File: src/rtl/load_align_pkg.sv
// load_align_pkg: size codes, FSM states and lane-mask helper shared by the load alignment unit
package load_align_pkg;

    localparam logic [1:0] SZ_B = 2'd0;
    localparam logic [1:0] SZ_H = 2'd1;
    localparam logic [1:0] SZ_W = 2'd2;
    localparam logic [1:0] SZ_D = 2'd3;

    typedef enum logic [1:0] {IDLE, BEAT0, BEAT1, RESP} state_e;

    // Lanes off .. min(off+n, nb)-1 set; supports up to 8 byte lanes
    function automatic logic [7:0] lane_mask(input int unsigned off, input int unsigned n, input int unsigned nb);
        logic [7:0] m;
        for (int unsigned i = 0; i < 8; i++) m[i] = (i >= off) && (i < off + n) && (i < nb);
        return m;
    endfunction

endpackage

File: src/rtl/load_align_unit_extend.sv
// load_extend: shifts merged beat data down by the byte offset and zero/sign-extends to DW bits
module load_extend #(
    parameter int DW = 32
) (
    input  logic [2*DW-1:0]           data_i,
    input  logic [$clog2(DW/8)-1:0]   off_i,
    input  logic [1:0]                size_i,
    input  logic                      unsigned_i,
    output logic [DW-1:0]             data_o
);
    localparam int NB = DW / 8;

    logic [DW-1:0] sh;
    logic          sign;

    assign sh = DW'(data_i >> {off_i, 3'b000});

    // Pick the top selected byte's MSB as sign, then fill lanes above n
    always_comb begin
        sign = 1'b0;
        for (int k = 0; k < NB; k++) if (k == (1 << size_i) - 1) sign = sh[8*k+7];
        sign = sign & ~unsigned_i;
        for (int k = 0; k < NB; k++) data_o[8*k+:8] = (k < (1 << size_i)) ? sh[8*k+:8] : {8{sign}};
    end

endmodule

File: src/rtl/load_align_unit.sv
// load_align_unit: one-at-a-time load path issuing one or two lane-masked bus reads and returning aligned, extended data.
// LOAD_MISALIGN_EN enables misaligned loads (lane-crossing ones take a second beat); otherwise misaligned loads return resp_err.
module load_align_unit
    import load_align_pkg::*;
#(
    parameter int DW = 32,
    parameter int AW = 32,
    parameter int TW = 5
) (
    input  logic             clk_i,
    input  logic             rst_ni,
    input  logic             req_valid_i,
    output logic             req_ready_o,
    input  logic [AW-1:0]    req_addr_i,
    input  logic [1:0]       req_size_i,
    input  logic             req_unsigned_i,
    input  logic [TW-1:0]    req_tag_i,
    output logic             mem_req_o,
    output logic [AW-1:0]    mem_addr_o,
    output logic [DW/8-1:0]  mem_be_o,
    input  logic             mem_ack_i,
    input  logic [DW-1:0]    mem_rdata_i,
    output logic             resp_valid_o,
    input  logic             resp_ready_i,
    output logic [DW-1:0]    resp_data_o,
    output logic [TW-1:0]    resp_tag_o,
    output logic             resp_err_o
);
    localparam int NB = DW / 8;
    localparam int OW = $clog2(NB);

    state_e          state_q;
    logic [OW-1:0]   off_q;
    logic [1:0]      size_q;
    logic            uns_q;
    logic            mem_req_q;
    logic [AW-1:0]   mem_addr_q;
    logic [NB-1:0]   mem_be_q;
    logic            resp_valid_q;
    logic [DW-1:0]   resp_data_q;
    logic [TW-1:0]   resp_tag_q;
    logic            resp_err_q;

    logic [OW-1:0]   in_off;
    logic            illegal;
    logic [2*DW-1:0] merged;
    logic [DW-1:0]   ext;

    assign in_off = req_addr_i[OW-1:0];

`ifdef LOAD_MISALIGN_EN
    logic [DW-1:0] beat0_q;
    logic          cross;
    assign cross   = 32'(off_q) + (32'd1 << size_q) > NB;
    assign illegal = (req_size_i == SZ_D) && (DW != 64);
    assign merged  = (state_q == BEAT1) ? {mem_rdata_i, beat0_q} : {{DW{1'b0}}, mem_rdata_i};
`else
    logic misal;
    assign misal   = |(in_off & OW'((32'd1 << req_size_i) - 32'd1));
    assign illegal = ((req_size_i == SZ_D) && (DW != 64)) || misal;
    assign merged  = {{DW{1'b0}}, mem_rdata_i};
`endif

    load_extend #(.DW(DW)) u_extend (
        .data_i     (merged),
        .off_i      (off_q),
        .size_i     (size_q),
        .unsigned_i (uns_q),
        .data_o     (ext)
    );

    assign req_ready_o  = (state_q == IDLE);
    assign mem_req_o    = mem_req_q;
    assign mem_addr_o   = mem_addr_q;
    assign mem_be_o     = mem_be_q;
    assign resp_valid_o = resp_valid_q;
    assign resp_data_o  = resp_data_q;
    assign resp_tag_o   = resp_tag_q;
    assign resp_err_o   = resp_err_q;

    // Load FSM: accept, drive bus beats, merge/extend on final ack, hold result until taken
    always_ff @(posedge clk_i or negedge rst_ni) begin
        if (!rst_ni) begin
            state_q      <= IDLE;
            off_q        <= '0;
            size_q       <= SZ_B;
            uns_q        <= 1'b0;
            mem_req_q    <= 1'b0;
            mem_addr_q   <= '0;
            mem_be_q     <= '0;
            resp_valid_q <= 1'b0;
            resp_data_q  <= '0;
            resp_tag_q   <= '0;
            resp_err_q   <= 1'b0;
`ifdef LOAD_MISALIGN_EN
            beat0_q      <= '0;
`endif
        end else begin
            case (state_q)
                IDLE: if (req_valid_i) begin
                    off_q      <= in_off;
                    size_q     <= req_size_i;
                    uns_q      <= req_unsigned_i;
                    resp_tag_q <= req_tag_i;
                    if (illegal) begin
                        state_q      <= RESP;
                        resp_valid_q <= 1'b1;
                        resp_err_q   <= 1'b1;
                        resp_data_q  <= '0;
                    end else begin
                        state_q    <= BEAT0;
                        mem_req_q  <= 1'b1;
                        mem_addr_q <= {req_addr_i[AW-1:OW], {OW{1'b0}}};
                        mem_be_q   <= NB'(lane_mask(32'(in_off), 32'd1 << req_size_i, NB));
                    end
                end
                BEAT0: if (mem_ack_i) begin
`ifdef LOAD_MISALIGN_EN
                    if (cross) begin
                        state_q    <= BEAT1;
                        beat0_q    <= mem_rdata_i;
                        mem_addr_q <= mem_addr_q + AW'(NB);
                        mem_be_q   <= NB'(lane_mask(0, 32'(off_q) + (32'd1 << size_q) - NB, NB));
                    end else
`endif
                    begin
                        state_q      <= RESP;
                        mem_req_q    <= 1'b0;
                        mem_be_q     <= '0;
                        resp_valid_q <= 1'b1;
                        resp_err_q   <= 1'b0;
                        resp_data_q  <= ext;
                    end
                end
`ifdef LOAD_MISALIGN_EN
                BEAT1: if (mem_ack_i) begin
                    state_q      <= RESP;
                    mem_req_q    <= 1'b0;
                    mem_be_q     <= '0;
                    resp_valid_q <= 1'b1;
                    resp_err_q   <= 1'b0;
                    resp_data_q  <= ext;
                end
`endif
                RESP: if (resp_ready_i) begin
                    state_q      <= IDLE;
                    resp_valid_q <= 1'b0;
                end
                default: state_q <= IDLE;
            endcase
        end
    end

endmodule

File: config.mk
export PLATFORM = sky130hd
export DESIGN_NAME = load_align_unit
export DESIGN_NICKNAME = d
export VERILOG_FILES = /design/src/rtl/load_align_pkg.sv /design/src/rtl/load_align_unit_extend.sv /design/src/rtl/load_align_unit.sv
export SDC_FILE = /design/constraint.sdc
export NUM_CORES = 1
export LEC_CHECK = 0
export BUFFER_PORTS_ARGS = -buffer_cell sky130_fd_sc_hd__buf_2
export CAP_MARGIN = 20
export CELL_PAD_IN_SITES_DETAIL_PLACEMENT = 0
export CELL_PAD_IN_SITES_GLOBAL_PLACEMENT = 2
export CORE_ASPECT_RATIO = 0.6
export CORE_MARGIN = 4
export CORE_UTILIZATION = 31
export DETAILED_ROUTE_END_ITERATION = 6
export HOLD_SLACK_MARGIN = 0.12
export PLACE_DENSITY_LB_ADDON = 0.1
export SKIP_CTS_REPAIR_TIMING = 1
export SKIP_LAST_GASP = 1
export SLEW_MARGIN = 5
export SYNTH_ARGS = -nofsm -noshare
export SYNTH_HDL_FRONTEND = slang
export SYNTH_SLANG_ARGS = --single-unit
File: constraint.sdc
create_clock -name clk_i -period 2.2 [get_ports clk_i]
set_input_delay 0.22 -clock clk_i [delete_from_list [all_inputs] [get_ports clk_i]]
set_output_delay 0.22 -clock clk_i [all_outputs]
set_load 0.01 [all_outputs]
; Word-level counts from Yosys, hierarchy flattened
; Index checks and enable logic that the tools add are counted.
[op_classes]
add_sub_neg = 3
mul = 0
div = 0
order_cmp = 11
n_eq_ne = 11
n_shift = 3
muxes = 31
n_bitwise = 4
reduce_logical = 15
[op_table]
columns = operator, count
row1 = "< comparator 1 x 32 -> 1 bit, first input constant", 3
row2 = "< comparator 2 x 32 -> 1 bit, first input constant", 3
row3 = 2-to-1 mux 32 bit, 3
row4 = "equality test 3 x 32 -> 1 bit, first input constant", 2
row5 = "< comparator 3 x 32 -> 1 bit, first input constant", 2
row6 = one-hot mux 32 bit (2 select lines), 1
row7 = "<< shifter 1 x 2 -> 32 bit, first input constant", 2
row8 = adder 2 x 32 -> 32 bit, 1
row9 = "equality test 2 x 32 -> 1 bit, first input constant", 1
row10 = logical NOT 32 bit, 1
row11 = 2-to-1 mux 8 bit, 4
row12 = >> shifter 32 x 5 -> 32 bit, 1
row13 = "subtractor 32 x 2 -> 32 bit, second input constant", 1
row14 = 2-to-1 mux 4 bit, 3
row15 = 2-to-1 mux 1 bit, 11
row16 = 2-to-1 mux 2 bit, 4
row17 = "!= test 2 bit, second input constant", 4
row18 = one-hot mux 4 bit (2 select lines), 1
row19 = AND reduction 4 bit, 2
row20 = one-hot mux 2 bit (3 select lines), 1
row21 = AND reduction 3 bit, 2
row22 = AND reduction 5 bit, 1
row23 = "equality test 2 bit, second input constant", 2
row24 = ">= comparator 1 x 2 -> 1 bit, first input constant", 2
row25 = 16 further kinds, 20
[word_totals]
ff_bits = 81
latchBits = 0
ram_bits = 0
romBits = 0
input_bits = 77
elab_cells = 89
n_memories = 0

; Longest topological paths before layout
; Gate-level depths: netlist (run 1).
[depth]
ltp_word = 11
mapped_depth = 9

; Cells and area by module
; Synthesis (run 1) repeated with hierarchy kept, for this count alone.
[unflattened]
cells_unflattened = 336
area_unflattened_um2 = 4235.3
[by_module_without_submodules]
columns = mod, instances, cells_per_inst, area_per_inst_um2, seq_area_each_um2
row1 = load_align_unit, 1, 210, 3180.6, 2026.9
row2 = load_extend, 1, 126, 1054.8, 0.0

; Worst setup path before layout (run 1)
; OpenSTA, ideal clock, no wires.
[synth_path]
kind = input -> register
start = in req_size_i[1]
end = reg mem_be_q[2], in the netlist mem_be_o[2]
setup_time_ns = 0.122
arrival_time_ns = 1.959
required_ns = 2.078
path_slack_ns = 0.119
stages = 9
n_path_buf = 0
cell_sequence = or2_2 inv_1 ha_1 inv_1 fa_1 a2111oi_0 mux2_2 o21ai_0 a32o_1
[synth_between]
elab_chain_cells = 7
word_cells_on_any_way = 14
classes_between = 2 x add/sub / 1 x order compare / 2 x eq/ne / 1 x shift / 3 x mux / 1 x bitwise / 4 x reduce/logical
[synth_lines]
columns = item, line
row1 = start: declaration, load_align_unit.sv:15  ; input logic [1:0] req_size_i,
row2 = << shifter 1 x 2 -> 32 bit, load_align_unit.sv:114  ; mem_be_q <= NB'(lane_mask(32'(in_off), 32'd1 << req_size_i, NB));
row3 = adder 2 x 32 -> 32 bit or subtractor 2 x 1 -> 2 bit (tied branches), --
row4 = < comparator 2 x 32 -> 1 bit or AND 2 bit (tied branches), "load_align_pkg.sv:14, load_align_unit.sv:59"
row5 = logical AND 1 bit or OR reduction 2 bit (tied branches), "load_align_pkg.sv:14, load_align_unit.sv:59"
row6 = 2-to-1 mux 4 bit or logical OR 1 bit (tied branches), "load_align_unit.sv:105, load_align_unit.sv:60"
row7 = 2-to-1 mux 4 bit or != test 2 bit (tied branches), --
row8 = one-hot mux 4 bit (2 select lines) or AND reduction 4 bit (tied branches), --
row9 = end signal: assignment, load_align_unit.sv:114
row10 = end: declaration, load_align_unit.sv:38  ; logic [NB-1:0] mem_be_q;
; Several ways; a longest one is shown, not always the timed one. The select of a mux whose other input is x is not followed.
; A chain may end at the register's enable or synchronous reset.

; Worst setup path in the final report (run 1)
; Ends and elaborated chain as after synthesis.

==> flow_summary.json, run 1 <==
{
  "routed_wl_um": 11450,
  "crit_top_cell": "inv_1",
  "drt-initial-drc-count": 134,
  "hp-class": "in2reg",
  "finalHoldViolations": 0,
  "nNetsFinal": 566,
  "drc_errors": 0,
  "drt_first_pass_iters": 4,
  "post-synth-top-count-cell": "dfrtp_1",
  "p_seq_share_pct": 34.9,
  "r2r_slack_ns": 0.37,
  "synthAdderAreaFrac_pct": 1.479,
  "die_y_um": 94.79,
  "core_mm2": 0.01218,
  "syn_to_final_growth_pct": 42.80,
  "slew_viol_final": 0,
  "swShare_pct": 35.54,
  "post-place-cells": 601,
  "num_rows": 31,
  "r2r_start": "state_q[1]$_DFFE_PN0P_",
  "rsz0062_at_grt": "no",
  "cts_buffer_depth": 2,
  "rr_endpoint": "mem_addr_o[9]$_DFFE_PN0P_",
  "via_per_inst": 4.682,
  "p_leak_uw": 0.002760,
  "grt_max_degree": 51,
  "crit_cells": 10,
  "antenna_cells": 0,
  "critPathRequiredTime_ns": 2.42,
  "ys_ff_latch": 81,
  "r2r_cells": 5,
  "postPlaceCellArea_mm2": 0.004870,
  "dp_hpwl_um": 8159,
  "stdcell_count": 654,
  "fin_util_pct": 45.62,
  "tightest_slew_ns": 0.6879,
  "avgRoutedWirePerCell_um": 17.51,
  "post-place-ws_ns": -0.1539,
  "worst_clock_skew_ns": 0.007309,
  "place.gp.congestion": 0.8095,
  "synth.top_cell.area_share_pct": 52.09,
  "maxCapViolCount": 0,
  "die-area_mm2": 0.01447,
  "setup_violations": 0,
  "synth_top_family_by_area": "multiplexers",
  "initial_utilization_pct": 31.95,
  "syn-mean-instance-area_um2": 13.51,
  "synthCells": 288,
  "clk_latency_ns": 0.34,
  "synthMuxAreaShare_pct": 21.80,
  "port_buffers": 151,
  "path_class": "in2reg",
  "crit_chain": "buf_2, or2_2, inv_1, ha_1, inv_1, fa_1, a2111oi_0, mux2_2, o21ai_0, a32o_1",
  "maxSlewHeadroom_pct": 54.14,
  "startpoint_type": "primary input",
  "p_switching_uw": 2652,
  "die_w_um": 152.6,
  "synth_common_cells": "dfrtp_1 (81), mux2_4 (27), mux2_2 (24)",
  "cts_buffers": 9,
  "path_clk_slew_ns": 0.06,
  "clockRootBuffer": "clkbuf_16",
  "max_freq_mhz": 494.5,
  "worstPathArrival_ns": 2.24,
  "vias": 3062,
  "grt_pass1_vias": 2892,
  "h-tree-depth": 3,
  "final_antenna_net_count": 0,
  "ir_drop_uv": 542.0,
  "synth_cell_types": 39,
  "cp_max_fo": 3,
  "intPower_uw": 4809,
  "p_total_uw": 7460,
  "status": "completed",
  "cp_slowest_stage_delay_ns": 0.38,
  "clkPwrFrac_pct": 20.6,
  "synth_simple_gate_area_share_pct": 4.630,
  "synth_edf_count": 0,
  "combPwrFrac_pct": 44.5,
  "synth_area_leader_cell": "dfrtp_1",
  "fin_ws_ns": 0.1779,
  "overflow": 0,
  "synth_compound_area_share_pct": 15.11,
  "yosys.area_share.xor_xnor_pct": 0,
  "syn_area_mm2": 0.003891,
  "crit_end": "mem_be_o[2]$_DFFE_PN0P_",
  "drive_above_1_share_pct": 50.31,
  "seq_area_frac_synth_pct": 52.09,
  "yosysWarnings": 0,
  "period_needed_ns": 2.022,
  "tritoncts": "done",
  "grt_pass1_wl_um": 17150,
  "synth_top_flop_cell": "dfrtp_1",
  "path_delay_family": "compound AO/OA/AOI/OAI gates",
  "antenna_found_initial": 0,
  "grt_use_total_pct": 15.54,
  "cp-startpoint": "req_size_i[1]",
  "post_synth_main_area_contributors": "dfrtp_1 (52%), mux2_4 (10%), mux2_2 (6.9%), a221o_1 (4.1%), mux2i_1 (3.9%)",
  "slowest_stage": "a2111oi_0",
  "finalInstanceArea_mm2": 0.005557,
  "io_pins": 154,
  "crit_buf_inv": 3,
  "cp-end-kind": "flop",
  "cts.sinks": 81,
  "async_flop_share_pct": 100.0,
  "fin_crit_sh_pct": 91.91,
  "nFillCells": 1165,
  "powerDensity_mw_per_mm2": 1343
}
-- power groups by stage --
stage	Sequential (µW)	Combinational, µW	Clock [µW]
floorplan	2820	1840	0
CTS	2600	3310	1610
detailed placement	2600	3310	0
global placement	2610	3300	0
finish	2600	3320	1540
global route	2700	3630	1670
-- sequential cells by signal (all words and copies together) (netlist names) --
signal	flops
off_q	2
mem_addr_o	30
resp_err_o	1
resp_data_o	32
mem_req_o	1
uns_q	1
mem_be_o	4
resp_tag_o	5
size_q	2
resp_valid_o	1
state_q	2
-- final cells by class --
class	count	area [µm²]	area share, %
clock inverters	4	52.55	0.9457
repair buffers	206	1305	23.49
clock buffers	11	252.7	4.549
multi-input cells	179	1683	30.29
flip-flops and latches	81	2027	36.48
well taps	165	206.4	3.715
inverters	8	30.03	0.5404
-- layer usage --
metal | track usage [%] | up-vias | share of wire (%)
li1 | - | 1459 | -
met1 | 22.56 | 1480 | 49
met2 | 20.44 | 111 | 41
met3 | 7.005 | 12 | 9.0
met4 | 4.596 | 0 | 1.0
met5 | 0 | - | 0
-- per-stage QoR --
stage,hold slack [ns],setup TNS [ns]
floorplan,-0.07559,0
detailed placement,0.3194,-0.2789
global route,0.1339,0
CTS,-0.04721,0
global placement,0.3084,-0.09840
finish,0.1452,0
-- logic make-up after synthesis --
group           Yosys count
simple gates             31
fa+ha+maj                 4
buf+inv                  29
flops                    81
compound gates           75
other cells               1
mux                      67
-- how the worst min path moves through the flow --
stage	start	cells after the start	end	slack (ns)
after floorplan	rst_ni	0	mem_addr_o[10]$_DFFE_PN0P_	-0.08
final	req_unsigned_i	2	uns_q$_DFFE_PN0P_	0.15
after global placement	rst_ni	1	resp_data_o[26]$_DFFE_PN0P_	0.31
after CTS	rst_ni	1	resp_data_o[12]$_DFFE_PN0P_	-0.05
after global routing	mem_rdata_i[27]	2	resp_data_o[27]$_DFFE_PN0P_	0.13
after detailed placement	rst_ni	1	resp_data_o[12]$_DFFE_PN0P_	0.32
-- cells in the final DEF, fill, tap and decap left out, types with 2 or more instances in the layout --
cell type and instances:
a21oi_1 10, a221o_1 16, a22o_1 16, a32o_1 3, buf_12 3, buf_2 150, buf_4 15, clkbuf_16 9
clkbuf_8 2, clkinvlp_4 3, conb_1 2, dfrtp_1 81, dlygate4sd3_1 37, ha_1 3, inv_1 7, mux2_2 24
mux2_4 27, mux2i_1 15, nand2_1 12, nand2b_1 2, nor2_1 4, nor2b_1 5, o21ai_0 21
-- worst register-to-register path, stage by stage, from the launching register on --
cell and delay [ns]:
dfrtp_1 0.49, nor2_2 0.20, and2_1 0.20, and2_2 0.18, buf_12 0.23, mux2_2 0.41
No activity file was read; power rests on OpenSTA's default activity.
==> run 2, diff against run 1 <==
--- a/config.mk
+++ b/config.mk
@@ -7,14 +7,12 @@
 export LEC_CHECK = 0
 export BUFFER_PORTS_ARGS = -buffer_cell sky130_fd_sc_hd__buf_2
 export CAP_MARGIN = 20
-export CELL_PAD_IN_SITES_DETAIL_PLACEMENT = 0
-export CELL_PAD_IN_SITES_GLOBAL_PLACEMENT = 2
 export CORE_ASPECT_RATIO = 0.6
 export CORE_MARGIN = 4
-export CORE_UTILIZATION = 31
+export CORE_UTILIZATION = 49
 export DETAILED_ROUTE_END_ITERATION = 6
 export HOLD_SLACK_MARGIN = 0.12
-export PLACE_DENSITY_LB_ADDON = 0.1
+export PLACE_DENSITY = 0.81
 export SKIP_CTS_REPAIR_TIMING = 1
 export SKIP_LAST_GASP = 1
 export SLEW_MARGIN = 5
==> flow_summary.json, run 2 (same netlist as run 1, synthesis figures left out) <==
{
  "worstPathArrival_ns": 2.34,
  "initial_utilization_pct": 52.04,
  "via_per_inst": 5.543,
  "critPathRequiredTime_ns": 2.46,
  "setup_violations": 0,
  "nFillCells": 499,
  "tritoncts": "done",
  "grt_use_total_pct": 22.53,
  "startpoint_type": "flop",
  "core_mm2": 0.007477,
  "maxCapViolCount": 0,
  "cts_buffer_depth": 2,
  "hold_slack_ns": 0.1235,
  "final_cell_mix": "buf_2 (150), dfrtp_1 (81), dlygate4sd3_1 (32)",
  "avgRoutedWirePerCell_um": 19.15,
  "largest_reg_flops": 32,
  "path_clk_slew_ns": 0.06,
  "drc_errors": 0,
  "fin_crit_sh_pct": 94.68,
  "powerDensity_mw_per_mm2": 1358,
  "r2r_slack_ns": 0.12,
  "rsz0062_at_grt": "no",
  "antenna_found_initial": 0,
  "grt_pass1_wl_um": 16590,
  "hp-class": "in2reg",
  "post-place-cells": 541,
  "die_w_um": 123.0,
  "cts_buffers": 9,
  "postPlaceCellArea_mm2": 0.004801,
  "tns_ns": 0,
  "period_needed_ns": 2.083,
  "finalInstanceArea_mm2": 0.005411,
  "finalHoldViolations": 0,
  "clk_latency_ns": 0.34,
  "worst_clock_skew_ns": 0.005659,
  "max_freq_mhz": 480.1,
  "multi_input_area_mm2": 0.001689,
  "seq_area_mm2": 0.002027,
  "stdcell_count": 589,
  "syn_to_final_growth_pct": 39.07,
  "num_rows": 24,
  "p_leak_uw": 0.002731,
  "grt_pass1_vias": 3110,
  "vias": 3265,
  "slew_viol_final": 0,
  "h-tree-depth": 3,
  "die_y_um": 77.03,
  "status": "completed",
  "antenna_cells": 0,
  "path_class": "reg2reg",
  "ir_drop_uv": 762.6,
  "die-area_mm2": 0.009478,
  "final_common_cell": "buf_2",
  "grt_max_degree": 44,
  "drt_first_pass_iters": 5,
  "maxSlewHeadroom_pct": 31.96,
  "io_pins": 154,
  "drive_above_1_share_pct": 50.93,
  "routed_wl_um": 11280,
  "tightest_slew_ns": 1.021,
  "drt-initial-drc-count": 311,
  "final_antenna_net_count": 0,
  "cts.sinks": 81,
  "place.gp.congestion": 0.8935,
  "nNetsFinal": 561,
  "port_buffers": 151,
  "fin_util_pct": 72.37,
  "overflow": 0,
  "cp-end-kind": "flop",
  "cp_max_fo": 16,
  "clockRootBuffer": "clkbuf_16",
  "dp_hpwl_um": 7867
}
[run 2: cell types whose count changed in the layout (fill, tap and decap cells not counted)]
cell | previous run | this run
a2111oi_2 | 0 | 1
clkbuf_1 | 0 | 1
buf_6 | 1 | 0
buf_4 | 15 | 16
a2111oi_0 | 1 | 0
bufinv_16 | 1 | 0
clkinv_2 | 0 | 1
dlygate4sd3_1 | 37 | 32
[run 2: where the power goes]
| part | leakage (µW) | internal [µW] | total (µW) | switching (µW) |
|---|---|---|---|---|
| combinational | 0.00159 | 1710 | 3290 | 1580 |
| clock | 0.000131 | 824 | 1410 | 582 |
| sequential | 0.00101 | 2160 | 2650 | 495 |
[run 2: layout make-up]
cell class	instances	share of cell area [%]
tap	104	2.405
clock buffer	12	4.740
sequential	81	37.46
multi-input combinational	179	31.21
inverter	8	0.5549
clock inverter	4	0.5087
timing repair buffer	201	23.12
[run 2: path summary, 6_finish.rpt]
path | from | end | cells after the start
min in group asynchronous | rst_ni | resp_err_o$_DFFE_PN0P_ | 2
min reg2reg | mem_req_o$_DFFE_PN0P_ | mem_req_o$_DFFE_PN0P_ | 1
min | req_tag_i[2] | resp_tag_o[2]$_DFFE_PN0P_ | 2
max in group asynchronous | rst_ni | resp_data_o[0]$_DFFE_PN0P_ | 3
max reg2reg | off_q[1]$_DFFE_PN0P_ | resp_data_o[20]$_DFFE_PN0P_ | 4
max | off_q[1]$_DFFE_PN0P_ | resp_data_o[20]$_DFFE_PN0P_ | 4
[run 2: per-stage QoR]
stage	setup slack (ns)	total power [µW]
floorplan	0.1195	4658
global placement	-0.04268	5760
detailed placement	-0.2201	5860
CTS	0.07733	7311
global route	0.001622	7826
finish	0.1169	7351
[run 2: layer usage]
| metal | share of wire [%] | track usage, % | vias up |
|---|---|---|---|
| li1 | - | - | 1447 |
| met1 | 45 | 33.16 | 1625 |
| met2 | 44 | 31.83 | 181 |
| met3 | 10 | 8.456 | 12 |
| met4 | 0.82 | 4.530 | 0 |
| met5 | 0 | 0 | - |
[run 2: worst max-delay path, cell delays in order, from the launching register on]
cell and delay [ns]:
dfrtp_1 0.48, mux2_2 0.28, a32oi_2 0.06, a2111oi_4 0.96, a221o_1 0.23
==> run 3, diff against run 2 <==
--- a/config.mk
+++ b/config.mk
@@ -13,6 +13,7 @@
 export DETAILED_ROUTE_END_ITERATION = 6
 export HOLD_SLACK_MARGIN = 0.12
 export PLACE_DENSITY = 0.81
+export RECOVER_POWER = 50
 export SKIP_CTS_REPAIR_TIMING = 1
 export SKIP_LAST_GASP = 1
 export SLEW_MARGIN = 5
==> flow_summary.json, run 3 (same netlist as run 1, synthesis figures left out) <==
{
  "seq_area_mm2": 0.002027,
  "largest_reg_flops": 32,
  "h-tree-depth": 3,
  "maxCapViolCount": 0,
  "final_antenna_net_count": 0,
  "grt_use_total_pct": 22.53,
  "cts.sinks": 81,
  "drive_above_1_share_pct": 35.67,
  "syn_to_final_growth_pct": 36.62,
  "maxSlewHeadroom_pct": 26.12,
  "grt_pass1_vias": 3110,
  "status": "completed",
  "rsz0062_at_grt": "no",
  "tritoncts": "done",
  "num_rows": 24,
  "period_needed_ns": 2.104,
  "intPower_uw": 4530,
  "avgRoutedWirePerCell_um": 19.11,
  "grt_use_met1_pct": 33.16,
  "path_class": "reg2reg",
  "die_y_um": 77.03,
  "setup_violations": 0,
  "met3_usage_pct": 8.456,
  "worst_clock_skew_ns": 0.003541,
  "die-area_mm2": 0.009478,
  "die_w_um": 123.0,
  "slew_viol_final": 0,
  "drc_errors": 0,
  "clockRootBuffer": "clkbuf_16",
  "dp_hpwl_um": 7867,
  "hp-class": "in2reg",
  "powerDensity_mw_per_mm2": 1357,
  "finalHoldViolations": 0,
  "overflow": 0,
  "via_per_inst": 5.516,
  "vias": 3249,
  "grt_max_degree": 44,
  "fin_crit_sh_pct": 95.66,
  "tightest_slew_ns": 1.108,
  "cp_max_fo": 16,
  "antenna_found_initial": 0,
  "combPwrFrac_pct": 43.4,
  "nFillCells": 552,
  "swShare_pct": 37.19,
  "post-place-cells": 541,
  "critPathRequiredTime_ns": 2.46,
  "final_common_cell": "dfrtp_1",
  "routed_wl_um": 11260,
  "clk_latency_ns": 0.33,
  "grt_pass1_wl_um": 16590,
  "tns_ns": 0,
  "initial_utilization_pct": 52.04,
  "p_seq_share_pct": 37.1,
  "drt-initial-drc-count": 331,
  "top_usage_layer": "met1",
  "cts_buffers": 9,
  "cp-end-kind": "flop",
  "nNetsFinal": 561,
  "antenna_cells": 0,
  "p_leak_uw": 0.002479,
  "stdcell_count": 589,
  "final_cell_mix": "dfrtp_1 (81), buf_2 (76), clkbuf_1 (75)",
  "cts_buffer_depth": 2,
  "io_pins": 154,
  "multi_input_area_mm2": 0.001689,
  "grt_use_met2_pct": 31.83,
  "p_switching_uw": 2682,
  "max_freq_mhz": 475.2,
  "path_clk_slew_ns": 0.06,
  "core_mm2": 0.007477,
  "clkPwrFrac_pct": 19.5,
  "worstPathArrival_ns": 2.37,
  "startpoint_type": "flop",
  "drt_first_pass_iters": 5,
  "port_buffers": 151,
  "place.gp.congestion": 0.8935,
  "ir_drop_uv": 742.6
}
==> run 3: cell count changes in the layout (fill, tap and decap cells not counted), sizes merged <==
cell,previous run,this run
buf,169,94
clkbuf,12,87
==> run 3: final timing paths <==
kind | endpoint | slack, ns | cells after the start | from
max in group asynchronous | resp_data_o[0]$_DFFE_PN0P_ | 0.80 | 3 | rst_ni
min in group asynchronous | resp_err_o$_DFFE_PN0P_ | 0.62 | 2 | rst_ni
max reg2reg | resp_data_o[20]$_DFFE_PN0P_ | 0.1 | 4 | off_q[1]$_DFFE_PN0P_
max | resp_data_o[20]$_DFFE_PN0P_ | 0.1 | 4 | off_q[1]$_DFFE_PN0P_
min | resp_tag_o[2]$_DFFE_PN0P_ | 0.12 | 2 | req_tag_i[2]
min reg2reg | mem_req_o$_DFFE_PN0P_ | 0.48 | 1 | mem_req_o$_DFFE_PN0P_
==> run 3: critical path, cell delays in order, from the launching register on <==
cell,delay [ns]
dfrtp_1,0.48
mux2_2,0.28
a32oi_2,0.06
a2111oi_4,0.97
a221o_1,0.23
==> run 3: per-stage QoR <==
stage                     hold slack (ns)  setup slack (ns)  utilization [%]  power (µW)  area, µm²
after global routing               0.1220          0.001622            71.10        7670       5316
after CTS                         -0.1082           0.07733            68.01        7311       5085
after floorplan                  -0.07559            0.1195                -        4658       3895
final                              0.1211           0.09557            71.10        7212       5316
after detailed placement           0.2474           -0.2201            64.21        5860       4801
after global placement             0.2398          -0.04268            64.21        5760       4801
==> run 3: power groups by stage <==
stage	sequential, µW	clock (µW)	combinational [µW]
after floorplan	2820	0	1840
after global placement	2620	0	3140
after detailed placement	2620	0	3240
after CTS	2640	1440	3240
after global routing	2750	1530	3390
final	2680	1410	3130
==> run 3: layer usage <==
layer	part of all wire [%]	vias to the layer above
met5	0	-
met4	0.88	0
met3	9.7	14
met2	44	164
met1	46	1624
li1	-	1447
==> run 3: final cells by class <==
class | count | share of cell area [%]
multi-input combinational | 179 | 31.77
clock buffer | 12 | 4.825
sequential | 81 | 38.13
timing repair buffer | 201 | 21.75
tap | 104 | 2.448
clock inverter | 4 | 0.5178
inverter | 8 | 0.5648
